### src/rtl/shared_mem_arbiter.sv
// Shared data-memory arbiter with lock table.
// Serialises per-core dmem reads and writes round-robin onto one memory port.
// Also runs an independent lock/unlock service over a small table of 10-bit lock addresses.
module shared_mem_arbiter #(
  parameter int C = 2,
  parameter int L = 4
) (
  input  logic            clk,
  input  logic            reset,
  input  logic [16*C-1:0] main_mem_read_adr,
  input  logic [16*C-1:0] main_mem_write_adr,
  input  logic [16*C-1:0] main_mem_write_dat,
  input  logic [C-1:0]    main_mem_read,
  input  logic [C-1:0]    main_mem_write,
  output logic [15:0]     main_mem_dat,
  output logic [C-1:0]    main_mem_ac,
  input  logic [10*C-1:0] lock_adr,
  input  logic [C-1:0]    lock_en,
  input  logic [C-1:0]    unlock_en,
  output logic [C-1:0]    lock_ac,
  output logic [15:0]     mem_adr,
  output logic            mem_we,
  output logic [15:0]     mem_wdat,
  input  logic [15:0]     mem_rdat
);

  localparam int GW = (C > 1) ? $clog2(C) : 1;

  typedef enum logic {IDLE, ACK} state_t;

  // (base + off) mod C without a divider; off is always below C.
  function automatic logic [GW-1:0] wrap_add(input logic [GW-1:0] base, input int off);
    int s;
    s = int'(base) + off;
    if (s >= C) s = s - C;
    return GW'(s);
  endfunction

  // ---------------- memory side ----------------
  state_t          state_q, state_d;
  logic [GW-1:0]   grant_q, grant_d;
  logic [GW-1:0]   mem_ptr_q, mem_ptr_d;
  logic [C-1:0]    main_mem_ac_q, main_mem_ac_d;
  logic [15:0]     main_mem_dat_q, main_mem_dat_d;
  logic [C-1:0]    mem_req;
  logic            mem_found;
  logic [GW-1:0]   mem_sel;
  logic [GW-1:0]   mem_idx;

  // Round-robin pick among requesters; a core being acked this cycle is masked.
  always_comb begin
    mem_req   = (main_mem_read | main_mem_write) & ~main_mem_ac_q;
    mem_found = 1'b0;
    mem_sel   = '0;
    mem_idx   = '0;
    for (int i = 0; i < C; i++) begin
      mem_idx = wrap_add(mem_ptr_q, i);
      if (!mem_found && mem_req[mem_idx]) begin
        mem_found = 1'b1;
        mem_sel   = mem_idx;
      end
    end
  end

  // dmem port is driven combinationally in the grant cycle; gated by reset so nothing is written while held in reset.
  always_comb begin
    mem_adr  = '0;
    mem_we   = 1'b0;
    mem_wdat = '0;
    if (state_q == IDLE && mem_found && !reset) begin
      mem_we   = main_mem_write[mem_sel];
      mem_adr  = main_mem_write[mem_sel] ? main_mem_write_adr[mem_sel*16 +: 16]
                                         : main_mem_read_adr[mem_sel*16 +: 16];
      mem_wdat = main_mem_write_dat[mem_sel*16 +: 16];
    end
  end

  // Two-state access FSM: grant in IDLE, capture dmem read data and ack in ACK.
  always_comb begin
    state_d        = state_q;
    grant_d        = grant_q;
    mem_ptr_d      = mem_ptr_q;
    main_mem_ac_d  = '0;
    main_mem_dat_d = main_mem_dat_q;
    case (state_q)
      IDLE: begin
        if (mem_found) begin
          grant_d = mem_sel;
          state_d = ACK;
        end
      end
      ACK: begin
        main_mem_ac_d[grant_q] = 1'b1;
        main_mem_dat_d         = mem_rdat;
        mem_ptr_d              = wrap_add(grant_q, 1);
        state_d                = IDLE;
      end
      default: state_d = IDLE;
    endcase
  end

  // ---------------- lock side ----------------
  logic [L-1:0]  tbl_valid_q, tbl_valid_d;
  logic [9:0]    tbl_adr_q   [L];
  logic [9:0]    tbl_adr_d   [L];
  logic [GW-1:0] tbl_owner_q [L];
  logic [GW-1:0] tbl_owner_d [L];
  logic [GW-1:0] lock_ptr_q, lock_ptr_d;
  logic [GW-1:0] lock_scan_q, lock_scan_d;
  logic [C-1:0]  lock_ac_q, lock_ac_d;
  logic [C-1:0]  lk_cand;
  logic          lk_found;
  logic [GW-1:0] lk_sel;
  logic [GW-1:0] lk_idx;
  logic [9:0]    lk_adr;
  logic [L-1:0]  adr_hit;
  logic [L-1:0]  own_hit;
  logic          free_found;
  logic          lk_ack;

  // Pick one lock candidate; the scan restarts after the last core examined so a blocked core cannot starve the rest.
  always_comb begin
    lk_cand  = (lock_en | unlock_en) & ~lock_ac_q;
    lk_found = 1'b0;
    lk_sel   = '0;
    lk_idx   = '0;
    for (int i = 0; i < C; i++) begin
      lk_idx = wrap_add(lock_scan_q, i);
      if (!lk_found && lk_cand[lk_idx]) begin
        lk_found = 1'b1;
        lk_sel   = lk_idx;
      end
    end
    lk_adr = lock_adr[lk_sel*10 +: 10];
  end

  genvar gi;
  generate
    for (gi = 0; gi < L; gi++) begin : g_entry
      assign adr_hit[gi] = tbl_valid_q[gi] && (tbl_adr_q[gi] == lk_adr);
      assign own_hit[gi] = adr_hit[gi] && (tbl_owner_q[gi] == lk_sel);
    end
  endgenerate

  // Lock/unlock decision and table update for the selected core; unlock wins over lock.
  always_comb begin
    tbl_valid_d = tbl_valid_q;
    tbl_adr_d   = tbl_adr_q;
    tbl_owner_d = tbl_owner_q;
    lk_ack      = 1'b0;
    free_found  = 1'b0;
    if (lk_found) begin
      if (unlock_en[lk_sel]) begin
        tbl_valid_d = tbl_valid_q & ~own_hit;
        lk_ack      = 1'b1;
      end else if (|own_hit) begin
        lk_ack = 1'b1;
      end else if (!(|adr_hit)) begin
        for (int j = 0; j < L; j++) begin
          if (!free_found && !tbl_valid_q[j]) begin
            free_found     = 1'b1;
            tbl_valid_d[j] = 1'b1;
            tbl_adr_d[j]   = lk_adr;
            tbl_owner_d[j] = lk_sel;
          end
        end
        lk_ack = free_found;
      end
    end
    lock_ac_d = '0;
    if (lk_ack) lock_ac_d[lk_sel] = 1'b1;
    lock_ptr_d  = lk_ack ? wrap_add(lk_sel, 1) : lock_ptr_q;
    lock_scan_d = lk_found ? wrap_add(lk_sel, 1) : lock_ptr_q;
  end

  // All state registers; async reset drops any in-flight access and releases every lock.
  always_ff @(posedge clk or posedge reset) begin
    if (reset) begin
      state_q        <= IDLE;
      grant_q        <= '0;
      mem_ptr_q      <= '0;
      main_mem_ac_q  <= '0;
      main_mem_dat_q <= '0;
      tbl_valid_q    <= '0;
      lock_ptr_q     <= '0;
      lock_scan_q    <= '0;
      lock_ac_q      <= '0;
      for (int j = 0; j < L; j++) begin
        tbl_adr_q[j]   <= '0;
        tbl_owner_q[j] <= '0;
      end
    end else begin
      state_q        <= state_d;
      grant_q        <= grant_d;
      mem_ptr_q      <= mem_ptr_d;
      main_mem_ac_q  <= main_mem_ac_d;
      main_mem_dat_q <= main_mem_dat_d;
      tbl_valid_q    <= tbl_valid_d;
      lock_ptr_q     <= lock_ptr_d;
      lock_scan_q    <= lock_scan_d;
      lock_ac_q      <= lock_ac_d;
      for (int j = 0; j < L; j++) begin
        tbl_adr_q[j]   <= tbl_adr_d[j];
        tbl_owner_q[j] <= tbl_owner_d[j];
      end
    end
  end

  assign main_mem_ac  = main_mem_ac_q;
  assign main_mem_dat = main_mem_dat_q;
  assign lock_ac      = lock_ac_q;

endmodule

### config.mk
export PLATFORM = sky130hd
export DESIGN_NAME = shared_mem_arbiter
export DESIGN_NICKNAME = d
export VERILOG_FILES = /design/src/rtl/shared_mem_arbiter.sv
export SDC_FILE = /design/constraint.sdc
export NUM_CORES = 1
export LEC_CHECK = 0
export CORE_ASPECT_RATIO = 1.25
export CORE_MARGIN = 3
export CORE_UTILIZATION = 40
export DETAILED_ROUTE_END_ITERATION = 12
export PLACE_DENSITY = 0.83
export SLEW_MARGIN = 15
export SYNTH_ARGS = -nofsm -noshare
export SYNTH_HDL_FRONTEND = slang
export SYNTH_SLANG_ARGS = --single-unit
### constraint.sdc
create_clock -name clk -period 5.6 [get_ports clk]
set_input_delay 1.4 -clock clk [delete_from_list [all_inputs] [get_ports clk]]
set_output_delay 1.4 -clock clk [all_outputs]
set_load 0.005 [all_outputs]
==> results.cfg, run 1 <==
[status]
status = finished, final reports clean

[flow_run]
drv_cap = 0

[power_and_ir_drop]
p_leak_nw = 3.05
vdd_ir_drop_max_uv = 224
powerDensity_nw_per_um2 = 422

[timing]
fin_crit_ns = 5.42
rsz0062_at_grt = no
finClkSkew_ns = 0.00885
hold_viol = 0
fmax_mhz = 184
worstMarginPinSlew_ns = 0.931
slew_violations = 0
slew_headroom = 0.380
fin_crit_sh = 0.968
setup_tns_ns = 0
setup_violations = 0
hold_slack_ns = 0.459

[place]
portBuffers = 194
routabilityCongestion = 0.996
dp_cells = 840
dp_hpwl_um = 14900
place_area_um2 = 6970

[yosys]
synthArstFlopShare = 1.00
synth.cell_area_um2 = 4920
syn_nets = 649
netlist_instances = 507
ys_seq_area_frac = 0.371
synth-warning-count = 0
ys_types = 53
syn_area_per_cell_um2 = 9.71
synthFlopType = dfrtp_1
synth_seq_cells = 73
synth_edf_count = 0

[grt]
grt_pass1_wl_um = 28700
track_usage = 0.274
grt_max_degree = 74
grt_overflow_total = 0
grt_pass1_vias = 4827
grt_antenna_before_repair = 1

[clock_tree]
htreeDepth = 3
cts_buffers = 9
cts_tree = yes
post_cts_buffers = 0
clockRootBuffer = clkbuf_16
cts_resized = 0
hold_buffers = 0
cts_sinks = 73
clock_latency_ns = 0.34
cts_buffer_depth = 2
clk_pin_slew_ns = 0.06

[critical_path]
critPathCapture = mem_adr[2]
timing.rr.end = tbl_adr_q[8]
cp.required_ns = 4.20
path_cells = clkdlybuf4s50_1 -> o21bai_1 -> nor2_1 -> or2_2 -> a211oi_1 -> a211oi_1 -> clkdlybuf4s50_1
critPathLaunchType = input pin
cp-end-kind = output port
crit_start = main_mem_write[0]
critical_path_class = input pin to output port
critPathMaxFanout = 29
cp.arrival_ns = 4.02
reg2reg_from = lock_ac[1]
r2r_cells = 9
cpPeakStageDelay_ns = 0.66
ff2ff_setup_slack_ns = 1.91
cp_slowest_cell = clkdlybuf4s50_1

[floorplan]
dieHeight_um = 130
fp-row-count = 44
start_util = 0.416
dieArea_um2 = 13700
ios = 195
core_um2 = 11800
die_w_um = 105

[finish]
diodes = 0
multi_input_area_um2 = 2780
seq_area_um2 = 1830
layout-drive-gt1-share = 0.115
area_growth_pct = 47.8
fin_area_um2 = 7270
final_cells = 856
fillers = 971
nets = 832

[detailed_routing]
vias = 4794
drcViolationCount = 0
wl_per_cell_um = 21.9
wl_um = 18700
dr.first_iter.drc_count = 350
ant_nets = 0
viasPerCell = 5.60
dr.pass1.iters = 5

[min_path]
hp-class = flop to flop
## state kept, by name, summed over array words and instances, names as in the netlist
signal and cells:
tbl_adr_q 40, main_mem_dat 16, tbl_owner_q 4, tbl_valid_q 4, lock_ac 2, main_mem_ac 2, grant_q 1, lock_ptr_q 1
lock_scan_q 1, mem_ptr_q 1, state_q 1
## report_power, final
part           switching (W)  internal, W
sequential          0.000213     0.000743
clock               0.000237     0.000348
combinational       0.000717     0.000814
total                0.00117      0.00191
## worst min path at each step
stage / start / end / slack (ns) / cells past startpoint
after global placement: grant_q / main_mem_ac[0] / 0.43 / 1
after floorplan: grant_q / main_mem_ac[0] / 0.42 / 1
after global routing: grant_q / main_mem_ac[0] / 0.50 / 1
after CTS: grant_q / main_mem_ac[0] / 0.47 / 1
after detailed placement: grant_q / main_mem_ac[0] / 0.46 / 1
final: grant_q / main_mem_ac[0] / 0.46 / 1
## placed cells by master, fill, tap and decap left out, drive strengths merged, types with 2 or more instances in the layout
cell,instances
a2111oi,2
a211oi,33
a21oi,28
a221o,3
a221oi,3
a31oi,2
and2,2
buf,14
clkbuf,9
clkdlybuf4s50,194
clkinvlp,4
dfrtp,73
inv,32
mux2,53
mux2i,32
nand2,51
nand2b,5
nand3,7
nand4,8
nor2,13
nor2b,20
nor3,4
nor4,9
o2111ai,2
o21ai,10
o21bai,3
o221ai,3
o22ai,12
or2,2
xnor2,33
xor2,14
## worst max-delay path: cells and delay by family
kind | cells | cell delay (ns)
simple gates | 2 | 0.60
buf+inv | 2 | 1.18
compound gates | 3 | 0.84
## stage by stage
| stage | total power (W) | utilization | setup WS, ns |
|---|---|---|---|
| 3_5_place_dp | 0.00248 | 0.589 | 0.282 |
| 5_1_grt | 0.00326 | 0.614 | 0.0668 |
| 2_1_floorplan | 0.00181 | - | 0.399 |
| 6_report | 0.00307 | 0.614 | 0.177 |
| 3_3_place_gp | 0.00245 | 0.589 | 0.246 |
| 4_1_cts | 0.00307 | 0.614 | 0.263 |
## synth_stat cells (12+ instances only)
cell type   n  area (µm²)
nor2_1     13        48.8
mux2_1     16         180
mux2i_1    32         320
nor2b_1    20         125
xor2_1     14         123
inv_1      30         113
a21oi_1    28         140
mux2_2     29         327
dfrtp_1    73        1830
nand2_1    51         191
clkbuf_1   25        93.8
o22ai_1    12        75.1
xnor2_1    33         289
a211oi_1   33         248
## logic make-up after synthesis
group,Yosys count,share of synthesized area
XOR/XNOR,47,0.0837
AO/OA/AOI/OAI,111,0.157
multiplexers,85,0.192
AND/OR/NAND/NOR,125,0.132
buffers and inverters,66,0.0633
flip-flops,73,0.371
## metal layers
metal / global-route usage / share of wire / vias to the layer above
met3: 0.0896 / 0.093 / 53
met4: 0.111 / 0.040 / 2
li1: - / - / 2176
met1: 0.323 / 0.38 / 2304
met2: 0.465 / 0.48 / 259
met5: 0 / 0.00085 / -
## cell type report
class,count,area share
Clock inverter,7,0.0107
Multi-Input combinational cell,368,0.383
Timing Repair Buffer,208,0.281
Sequential cell,73,0.251
Tap cell,161,0.0277
Clock buffer,9,0.0310
Inverter,30,0.0155
Note: power is estimated with default switching activity, not from simulation.
==> run 2, diff against run 1 <==
CELL_PAD_IN_SITES_DETAIL_PLACEMENT = 1   (was not set)
CELL_PAD_IN_SITES_GLOBAL_PLACEMENT = 1   (was not set)
CORE_UTILIZATION = 33   (was 40)
PLACE_DENSITY = 0.9   (was 0.83)
SLEW_MARGIN = 20   (was 15)
==> run 2 against run 1 <==
Effect of this change: core utilization fell by 11 points; critical path depth unchanged; sequential cell count is the same; routed wire length grew 13%; critical endpoint is now mem_adr[14]; via count increased by 1.7%; fmax grew 1.7%; hold slack gained 0.011 ns; largest power group unchanged; die area grew 20%; power up 2.1%; sequential power grew 2%; global-route usage down 2.2 points; sequential share of layout area fell by 0.056 points.
==> results.cfg, run 2 (synthesis results as in run 1) <==
[min_path]
min_from = grant_q
holdPathStages = 1
hp-class = flop to flop
worstHoldEndpoint = main_mem_ac[0]

[floorplan]
ios = 195
dieArea_um2 = 16400
start_util = 0.340
core_um2 = 14500
fp-row-count = 49
die_w_um = 115
dieHeight_um = 143

[place]
dp_cells = 855
portBuffers = 194
routabilityCongestion = 1.01
dp_hpwl_um = 16900

[detailed_routing]
viasPerCell = 5.58
wl_um = 21200
dr.pass1.iters = 4
vias = 4875
wl_per_cell_um = 24.3
ant_nets = 0
drcViolationCount = 0
dr.first_iter.drc_count = 378

[finish]
fillers = 1639
nets = 830
largest_reg_flops = 40
area_growth_pct = 48.1
mostFrequentLayoutCell = clkdlybuf4s50_1
seq_area_um2 = 1830
final_cell_mix = clkdlybuf4s50_1, dfrtp_1, nand2_1
final_cells = 873
layout-drive-gt1-share = 0.111
multi_input_area_um2 = 2780
top_register = tbl_adr_q

[clock_tree]
clk_pin_slew_ns = 0.06
cts_buffer_depth = 2
cts_tree = yes
hold_buffers = 0
cts_resized = 0
post_cts_buffers = 0
clock_latency_ns = 0.35
clockRootBuffer = clkbuf_16
htreeDepth = 3
cts_sinks = 73
cts_buffers = 9

[timing]
fmax_mhz = 188
fin_crit_sh = 0.952
fin_crit_ns = 5.33
slew_violations = 0
finClkSkew_ns = 0.00877
setup_violations = 0
hold_viol = 0
worstMarginPinSlew_ns = 0.959
slew_headroom = 0.361
rsz0062_at_grt = no
setup_tns_ns = 0

[critical_path]
reg2reg_from = lock_ac[1]
cp.required_ns = 4.20
cpPeakStageDelay_ns = 0.69
critPathMaxFanout = 17
critPathLaunchType = input pin
r2r_cells = 9
path_cells = clkdlybuf4s50_1 -> o21bai_1 -> nor2_1 -> or2_2 -> a211oi_1 -> a211oi_1 -> clkdlybuf4s50_1
critical_path_class = input pin to output port
path_buf_inv = 2
cp-end-kind = output port
timing.rr.end = tbl_adr_q[9]
critPathTopFamily = compound AO/OA/AOI/OAI gates
ff2ff_setup_slack_ns = 1.92
crit_start = main_mem_write[0]
cp.arrival_ns = 3.93
cp_slowest_cell = a211oi_1

[grt]
track_usage = 0.252
grt_pass1_vias = 5315
grt_overflow_total = 0
grt_max_degree = 74
grt_antenna_before_repair = 2
grt_pass1_wl_um = 31000

[flow_run]
drv_cap = 0

[power_and_ir_drop]
internal-power_w = 0.00191
vdd_ir_drop_max_uv = 228
p_seq_frac = 0.310
powerDensity_nw_per_um2 = 430
p_leak_nw = 3.05
p_sw_w = 0.00123
switching_share = 0.392
comb_power_share = 0.504
clock_power_share = 0.187

[status]
status = finished, final reports clean
-- run 2: per-stage QoR --
stage / hold slack, ns / utilization / total power [W] / area [µm²] / setup slack, ns
final: 0.471 / 0.504 / 0.00314 / 7290 / 0.270
after CTS: 0.476 / 0.503 / 0.00314 / 7280 / 0.356
after global placement: 0.430 / 0.483 / 0.00247 / 6990 / 0.420
after floorplan: 0.417 / - / 0.00181 / 4920 / 0.399
after detailed placement: 0.467 / 0.483 / 0.00254 / 6990 / 0.383
after global routing: 0.497 / 0.504 / 0.00331 / 7290 / 0.170
-- run 2: power by group through the flow --
| stage | clock network (W) | registers [W] | logic, W |
|---|---|---|---|
| floorplan | 0 | 0.000894 | 0.000917 |
| global placement | 0 | 0.000956 | 0.00151 |
| detailed placement | 0 | 0.000979 | 0.00157 |
| CTS | 0.000591 | 0.000971 | 0.00158 |
| global route | 0.000619 | 0.000998 | 0.00169 |
| finish | 0.000585 | 0.000972 | 0.00158 |
-- run 2: routing by layer --
layer,share of wire,GRT usage,vias up
met1,0.39,0.296,2411
li1,-,-,2171
met5,0,0,-
met3,0.090,0.0761,51
met4,0.036,0.101,0
met2,0.49,0.428,242
-- run 2: how the worst max path moves through the flow --
stage	endpoint	slack (ns)	cells after the start
floorplan	mem_adr[10]	0.40	4
global placement	mem_adr[4]	0.42	8
detailed placement	mem_adr[11]	0.38	8
CTS	mem_adr[4]	0.36	8
global route	mem_adr[4]	0.17	8
finish	mem_adr[14]	0.27	7
-- run 2: cell type report --
class,instances,area share
diodes,2,0.000687
multi-input cells,368,0.382
well taps,178,0.0306
clock buffers,10,0.0314
clock inverters,6,0.00910
inverters,30,0.0154
repair buffers,206,0.280
flip-flops and latches,73,0.251
-- run 2: worst register-to-register path, cell delays in order (launching register included) --
cell     delay (ns)
dfrtp_1        0.37
o21ba_2        0.26
o21a_2         0.38
mux2_2         0.40
o22ai_1        0.27
a31oi_1        0.18
nor3_1         0.34
and4_1         0.45
nand3_2        0.43
mux2_1         0.47
